--- src/rtl/pulse_sched_pkg.sv ---
// Shared types and default build parameters for the pulse scheduler.
package pulse_sched_pkg;

   typedef enum logic [1:0] {
      IDLE,
      PULSE,
      GAP
   } state_e;

   localparam int N_REQ_DEF       = 4;
   localparam int PULSE_WIDTH_DEF = 200_000_000;
   localparam int GAP_CYCLES_DEF  = 10_000_000;
   localparam int CNT_W_DEF       = 29;

endpackage

--- src/rtl/trig_sync_edge.sv ---
// Two-flop synchroniser plus rising-edge detector for one asynchronous trigger line.
module trig_sync_edge (
   input  logic clk,
   input  logic reset,
   input  logic trig_i,
   output logic rise_o
);

   logic meta_q;
   logic sync_q;
   logic prev_q;
   logic fill1_q;
   logic fill2_q;

   // NOTE: all state here uses non-blocking assignments so every flop samples pre-edge values.
   always_ff @(posedge clk) begin
      if (!reset) begin
         meta_q  <= 1'b0;
         sync_q  <= 1'b0;
         prev_q  <= 1'b0;
         fill1_q <= 1'b0;
         fill2_q <= 1'b0;
      end else begin
         meta_q  <= trig_i;
         sync_q  <= meta_q;
         // Until sync_q holds a real post-reset sample, seed prev_q with the value
         // entering sync_q so a line already high at release is not seen as an edge.
         prev_q  <= fill2_q ? sync_q : meta_q;
         fill1_q <= 1'b1;
         fill2_q <= fill1_q;
      end
   end

   assign rise_o = sync_q & ~prev_q;

endmodule

--- src/rtl/pulse_scheduler.sv ---
// Round-robin scheduler that turns trigger edges from N_REQ requesters into one shared,
// stretched pulse followed by a forced low gap.
module pulse_scheduler
   import pulse_sched_pkg::*;
#(
   parameter int N_REQ       = N_REQ_DEF,
   parameter int PULSE_WIDTH = PULSE_WIDTH_DEF,
   parameter int GAP_CYCLES  = GAP_CYCLES_DEF,
   parameter int CNT_W       = CNT_W_DEF
) (
   input  logic                       clk,
   input  logic                       reset,
   input  logic [N_REQ-1:0]           trigger,
   input  logic                       cancel,
   input  logic                       clr_drop,
   output logic                       pulse,
   output logic                       busy,
   output logic [$clog2(N_REQ)-1:0]   active_id,
   output logic [N_REQ-1:0]           pending,
   output logic [N_REQ-1:0]           dropped
);

   localparam int ID_W = $clog2(N_REQ);
   localparam logic [CNT_W-1:0] PW_LAST  = CNT_W'(PULSE_WIDTH - 1);
   localparam logic [CNT_W-1:0] GAP_LAST = CNT_W'((GAP_CYCLES > 0) ? GAP_CYCLES - 1 : 0);

   state_e             state_q;
   logic [CNT_W-1:0]   cnt_q;
   logic               pulse_q;
   logic [ID_W-1:0]    active_q;
   logic [ID_W-1:0]    last_q;
   logic [N_REQ-1:0]   pend_q, pend_d;
   logic [N_REQ-1:0]   drop_q, drop_d;
   logic [N_REQ-1:0]   rise;
   logic [N_REQ-1:0]   clr_mask;
   logic [ID_W-1:0]    cand;
   logic [ID_W-1:0]    grant_id;
   logic               grant_vld;
   logic               take;

   for (genvar i = 0; i < N_REQ; i++) begin : g_sync
      trig_sync_edge u_sync (
         .clk    (clk),
         .reset  (reset),
         .trig_i (trigger[i]),
         .rise_o (rise[i])
      );
   end

   // NOTE: every signal assigned here gets a default first, so no latches are inferred.
   always_comb begin
      grant_vld = 1'b0;
      grant_id  = '0;
      cand      = '0;
      for (int k = 1; k <= N_REQ; k++) begin
         cand = ID_W'((int'(last_q) + k) % N_REQ);
         if (!grant_vld && pend_q[cand]) begin
            grant_vld = 1'b1;
            grant_id  = cand;
         end
      end

      take     = (state_q == IDLE) && grant_vld;
      clr_mask = '0;
      if (take) clr_mask[grant_id] = 1'b1;

      // A fresh edge beats the grant clear; a re-trigger of the channel being granted is not a drop.
      pend_d = (pend_q & ~clr_mask) | rise;
      drop_d = (clr_drop ? '0 : drop_q) | (rise & pend_q & ~clr_mask);
   end

   always_ff @(posedge clk) begin
      if (!reset) begin
         state_q  <= IDLE;
         cnt_q    <= '0;
         pulse_q  <= 1'b0;
         active_q <= '0;
         last_q   <= ID_W'(N_REQ - 1);
         pend_q   <= '0;
         drop_q   <= '0;
      end else begin
         pend_q <= pend_d;
         drop_q <= drop_d;
         case (state_q)
            IDLE: begin
               if (take) begin
                  state_q  <= PULSE;
                  pulse_q  <= 1'b1;
                  active_q <= grant_id;
                  last_q   <= grant_id;
                  cnt_q    <= '0;
               end
            end
            PULSE: begin
               if (cancel || cnt_q == PW_LAST) begin
                  pulse_q <= 1'b0;
                  cnt_q   <= '0;
                  state_q <= (GAP_CYCLES == 0) ? IDLE : GAP;
               end else begin
                  cnt_q <= cnt_q + 1'b1;
               end
            end
            GAP: begin
               if (cnt_q == GAP_LAST) begin
                  state_q <= IDLE;
                  cnt_q   <= '0;
               end else begin
                  cnt_q <= cnt_q + 1'b1;
               end
            end
            default: begin
               state_q <= IDLE;
               pulse_q <= 1'b0;
               cnt_q   <= '0;
            end
         endcase
      end
   end

   assign pulse     = pulse_q;
   assign busy      = (state_q != IDLE);
   assign active_id = active_q;
   assign pending   = pend_q;
   assign dropped   = drop_q;

endmodule

--- config.mk ---
export PLATFORM = sky130hd
export DESIGN_NAME = pulse_scheduler
export DESIGN_NICKNAME = d
export VERILOG_FILES = /design/src/rtl/pulse_sched_pkg.sv /design/src/rtl/trig_sync_edge.sv /design/src/rtl/pulse_scheduler.sv
export SDC_FILE = /design/constraint.sdc
export NUM_CORES = 1
export LEC_CHECK = 0
export BUFFER_PORTS_ARGS = -buffer_cell sky130_fd_sc_hd__buf_2
export CAP_MARGIN = 10
export CORE_ASPECT_RATIO = 1.75
export CORE_MARGIN = 5
export CORE_UTILIZATION = 40
export DETAILED_ROUTE_END_ITERATION = 8
export PLACE_DENSITY_LB_ADDON = 0.08
export SLEW_MARGIN = 20
export SYNTH_ARGS = -nofsm -noshare
export SYNTH_HDL_FRONTEND = slang
export SYNTH_SLANG_ARGS = --single-unit
export TNS_END_PERCENT = 30
--- constraint.sdc ---
create_clock -name clk -period 2.7 [get_ports clk]
set_input_delay 0.405 -clock clk [delete_from_list [all_inputs] [get_ports clk]]
set_output_delay 0.405 -clock clk [all_outputs]
set_load 0.02 [all_outputs]
* Word-level counts from Yosys, hierarchy flattened *
Index checks and enable logic that the tools add are counted.

word-level totals
  logic and storage cells = 104
  register bits after elaboration = 58
  memories kept = 0
  memory bits (writable) = 0
  bits in latches = 0
  bits in read-only memories = 0
  input port bits = 8
  output and inout port bits = 12

operators by class
  add/subtract/negate cells = 5
  bitwise gates (word level) = 15
  $mul = 0
  reductions and logical operators = 14
  shift operators = 0
  div/mod/pow operators = 0
  eq/ne operators = 7
  muxes and demuxes = 36
  $lt $le $gt $ge = 6

operator list
  cell                                                                     count
  29-bit 2-to-1 mux                                                        3
  29-bit case mux with 3 select lines                                      1
  29-bit by 1-bit adder with 29-bit output, second input constant          1
  29-bit by 24-bit equality test with 1-bit output, second input constant  1
  29-bit by 28-bit equality test with 1-bit output, second input constant  1
  1-bit 2-to-1 mux                                                         16
  2-bit by 3-bit < comparator with 1-bit output, second input constant     5
  2-bit 2-to-1 mux                                                         7
  4-bit bitwise AND                                                        3
  1-bit binary-select mux with 2-bit select                                4
  4-bit 2-to-1 mux                                                         2
  4-bit bitwise OR                                                         2
  2-bit != test, second input constant                                     3
  2-bit case mux with 3 select lines                                       1
  3-bit AND reduction                                                      2
  1-bit logical AND                                                        5
  1-bit inverter                                                           5
  2-bit by 1-bit adder with 2-bit output, second input constant            2
  2-bit adder, second input constant                                       2
  1-bit bitwise AND                                                        4
  4-bit inverter                                                           1
  1-bit zero test                                                          3
  1-bit case mux with 3 select lines                                       1
  1-bit demux with 2-bit select                                            1
  other kinds (7)                                                          7

* Longest topological paths before layout *
  word-level depth = 21
  depth in mapped cells = 9
  mapped depth without buffers = 7

* Modules after synthesis *
A second synthesis with hierarchy kept.

unflattened totals
  cell total of the unflattened synthesis = 321
  area, all modules = 2765.2 µm²

modules (own cells, without submodules)
  module           instances  area each (µm²)  cells an instance
  pulse_scheduler  1          2199.6           277
  trig_sync_edge   4          141.4            11

* Least setup slack after synthesis *
No wires, ideal clock.

  path type = register -> register
  start point = register state_q[1]
  end point = register cnt_q[23]
  arrival = 2.212 ns
  required time = 2.605 ns
  path slack = 0.393 ns
  path buffers = 0
  cell stages (with the launch flop) = 8
  path through = dfxtp_1 -> inv_1 -> ha_1 -> inv_1 -> o21ai_1 -> or4_1 -> or3_1 -> a221oi_1

on the way
  cells in the longest elaborated chain, start to end = 3
  elaborated cells between the ends (all ways) = 6

ends and longest elaborated chain
  item                     line                                          text
  from (decl)              pulse_scheduler.sv:27                         state_e state_q;
  from (signal assigned)   pulse_scheduler.sv:98                         state_q <= (GAP_CYCLES == 0) ? IDLE : GAP;
  2-bit zero test          pulse_scheduler.sv:63, pulse_scheduler.sv:84
  1-bit logical AND        pulse_scheduler.sv:63                         take = (state_q == IDLE) && grant_vld;
  2-bit != test (no line)  --
  to (signal assigned)     pulse_scheduler.sv:100                        cnt_q <= cnt_q + 1'b1;
  to (signal assigned)     pulse_scheduler.sv:108                        cnt_q <= cnt_q + 1'b1;
  to (decl)                pulse_scheduler.sv:28                         logic [CNT_W-1:0] cnt_q;

Several ways; a longest one is shown, not always the timed one.
A chain may end at the register's enable or synchronous reset.

* Worst setup path in the final report *
  start point = register cnt_q[28]
  end point = register state_q[1]

on the way
  cells in the longest elaborated chain, start to end = 4
  elaborated cells between the ends (all ways) = 6

ends and longest elaborated chain
  item                                              line                   text
  29-bit by 28-bit equality test with 1-bit output  pulse_scheduler.sv:95  if (cancel || cnt_q == PW_LAST) begin
  1-bit logical OR                                  pulse_scheduler.sv:95
  2-bit != test (no line)                           --
  3-bit AND reduction (no line) (*)                 --

Every way passes the cells marked *; elsewhere a longest branch is shown, timed or not.

==> key figures <==
Global routing
  – First-pass GRT wire length: 12.4 mm
  – Total track usage: 0.179
  – Vias in the first global route: 2532
  – Antenna violations before repair: 0
  – Pin count of the biggest net entering global routing: 28
  – Congestion Overflow GR: 0

Pwr
  – Overall power: 2.61 mW
  – Logic pwr share: 0.137
  – Net Sw Power: approximately 660 uW
  – Switch share: 0.253
  – Power Dens Cells: approximately 750 nW/um2
  – Seq pwr share: 0.351
  – Max rail drop VDD: slightly below 0.0004 V
  – Power share of the clock group: 0.512
  – Leakage: 1.23 nW
  – Power Internal: 1.95 mW

Setup path
  – Setup CP Type: reg -> reg
  – CP endpoint: state_q[1]
  – CP Depth: 6
  – Slowest cell on crit path: or4_1
  – R2R setup slack: 0.25 ns
  – CP startpoint: cnt_q[28]
  – CP top delay family: simple AND/OR/NAND/NOR gates
  – WP buf/inv: 1
  – Worst Path Required: 2.91 ns
  – Cells along the critical path: or4_1 -> or4_1 -> o31a_1 -> buf_4 -> o311ai_2 -> o41ai_2
  – FF-to-FF End: state_q[1]
  – Worst path most repeated cell: or4_1
  – Worst r2r src: cnt_q[28]
  – Crit end category: flop
  – Largest stage delay on the critical path: 0.56 ns
  – Critical path peak fanout: 11
  – Critical Path Start Type: flop
  – Worst reg2reg path depth: 6
  – Arrival time worst endpoint: 2.65 ns

Floorplanning
  – # IOs: 20
  – Die ar.: 9190 um2
  – Die Wd: 74.6 um
  – Num rows: 41
  – CORE AREA: between 7000 and 8000 um2
  – Initial Utilization: 0.407
  – Die height: 123 um

STA
  – Peak Freq: 409 MHz
  – Tmin final: 2.45 ns
  – Final setup skew: 0.00594 ns
  – Final Hold Vio Count: 0
  – Final setup TNS: 0 ns
  – Relative slew slack: 0.517
  – RSZ-0062 raised after global routing: false
  – Period utilization: 0.906
  – Slew @ Worst Pin: 0.724 ns
  – Slew Viols, Final: 0
  – Finish-stage setup viols: 0

Logic synthesis
  – Syn_area_per_cell: around 8.9 um2
  – Synth top area share: 0.397
  – Syn Std Cell Area: 2930 um2
  – Most instantiated library cell after synthesis: dfxtp_1
  – Post-synthesis register bit count: between 50 and 60
  – Synth async-reset ratio: 0
  – Warnings from Yosys: 0
  – Most instantiated cells after synthesis: dfxtp_1, nand2_1, nand3_1
  – Sequential cell area fraction in the yosys report: 0.397
  – Largest cells by area after synthesis: dfxtp_1, xnor2_1, a211oi_1
  – Post-synth net total: 341
  – Synth Instances: ~330
  – Post-synth EDFFs: 0
  – Ys flop type: dfxtp_1
  – Synth unique cells: 53
  – Post-synth top area cell: dfxtp_1

Clock network
  – Hold Buf Count CTS: 0
  – Cts bufs inserted: 9
  – CTS H-tree depth: 3
  – Post-CTS setup buffer count: 0
  – Root Driver: clkbuf_16
  – Clk sink count: 58
  – Clock latency on the worst-skew pair: between 0.3 and 0.4 ns
  – Clk buf depth: 2
  – Post-CTS sizing: 0
  – CTS tree: yes
  – Clk slew on worst S/H paths: 0.05 ns

Drt
  – DRT iter0 DRCs: roughly 70
  – DRT antenna net count: 0
  – TritonRoute pass-1 iters: 4
  – WL final: 7.41 mm
  – Via density per instance: 5.79
  – Vias: 2582
  – Wire per inst: 16.6 um
  – DRC viols: 0

Cells and area
  – Layout Cells excl Fill: approximately 450
  – Nets: 367
  – P&R area growth vs syn: 19.6%
  – Final instance area: 3500 um2
  – Final core occ: 0.487
  – Diodes inserted: 0
  – Layout cells sized above 1: 0.161

Placed design
  – HPWL Detailed: 5.44 mm
  – Inst Count DP: 430
  – GP Congestion: 0.810
  – Placed cell areas: 3150 um2
  – # port buffers: 19

Status
  – Status: finished clean

Hold path
  – Type of the most critical hold path: in -> reg
  – Hold path cells: 2

Job
  – Max-cap viol count: 0
## logic make-up after synthesis
family                   Yosys count  share of synthesized area
AO/OA/AOI/OAI                     83                      0.215
XOR/XNOR                          14                     0.0419
multiplexers                       5                     0.0171
adder cells (fa/ha/maj)            4                     0.0171
AND/OR/NAND/NOR                  132                      0.255
flip-flops                        58                      0.397
buffers and inverters             33                     0.0569
## through the flow
step	setup WS, ns	hold slack (ns)
finish	0.254	0.284
floorplan	0.393	0.412
global placement	0.284	0.415
CTS	0.249	0.280
detailed placement	0.256	0.430
global route	0.136	0.299
## cell usage in the layout (no fill, tap or decap), types with 3 or more instances in the layout
master / Yosys / routed
a211oi_1: 14 / 14
and2_1: 13 / 13
buf_4: 0 / 16
o21ai_0: 10 / 10
a21oi_1: 13 / 13
nand2b_1: 10 / 10
nor2_1: 14 / 14
nand2_1: 20 / 20
nor3_1: 11 / 11
and4_1: 3 / 3
nor2b_1: 4 / 4
mux2i_1: 5 / 5
nor4b_1: 4 / 4
o31a_1: 3 / 3
inv_1: 12 / 12
nand3_1: 15 / 15
nor4_1: 13 / 13
o31ai_1: 3 / 3
dfxtp_1: 58 / 58
ha_1: 4 / 4
xnor2_1: 14 / 14
clkbuf_16: 0 / 9
o21a_1: 6 / 6
o221ai_1: 8 / 8
or4_1: 7 / 7
and3_1: 5 / 5
nand4_1: 7 / 7
bufinv_16: 0 / 3
buf_2: 1 / 19
## worst register-to-register path: cells and delay by family, from the launching register on
family                 cells  cell delay [ns]
and+or+nand+nor            2             0.98
buffers and inverters      1             0.24
DFF                        1             0.31
AOI/OAI and AO/OA          3             0.80
## cell type report
class                   instances  area (um2)
inverters                      12        45.0
multi-input cells             238        1600
clock buffers                  11         253
fillers                       721        3680
clock inverters                 5         100
repair buffers                 36         235
flip-flops and latches         58        1160
well taps                      86         108
## power groups by stage
stage / Clock, mW / Combinational [mW] / Sequential, mW
after floorplan: 0 / 0.255 / 0.937
after global placement: 0 / 0.362 / 0.933
after detailed placement: 0 / 0.364 / 0.934
after CTS: 1.36 / 0.364 / 0.916
after global routing: 1.41 / 0.399 / 0.920
final: 1.34 / 0.359 / 0.916
## worst min-delay path by stage
stage | startpoint | end | slack, ns
after floorplan | g_sync[3].u_sync.fill1_q | g_sync[3].u_sync.fill2_q | 0.41
after global placement | g_sync[3].u_sync.fill1_q | g_sync[3].u_sync.fill2_q | 0.41
after detailed placement | g_sync[3].u_sync.fill1_q | g_sync[3].u_sync.fill2_q | 0.43
after CTS | trigger[3] | g_sync[3].u_sync.meta_q | 0.28
after global routing | trigger[3] | g_sync[3].u_sync.meta_q | 0.30
final | trigger[3] | g_sync[3].u_sync.meta_q | 0.28
## layer usage
layer,track usage,share of wire,vias to the layer above
li1,-,-,1288
met1,0.188,0.40,1230
met2,0.326,0.54,49
met3,0.0374,0.034,15
met4,0.0880,0.024,0
met5,0,0,-
## flip-flops by register name, summed over array words and instances (netlist names)
register / count
pulse: 1
last_q: 2
pending: 4
dropped: 4
g_sync.u_sync.meta_q: 4
g_sync.u_sync.prev_q: 4
cnt_q: 29
g_sync.u_sync.fill1_q: 1
g_sync.u_sync.fill2_q: 1
active_id: 2
state_q: 2
g_sync.u_sync.sync_q: 4
Note: power is estimated with default switching activity, not from simulation.
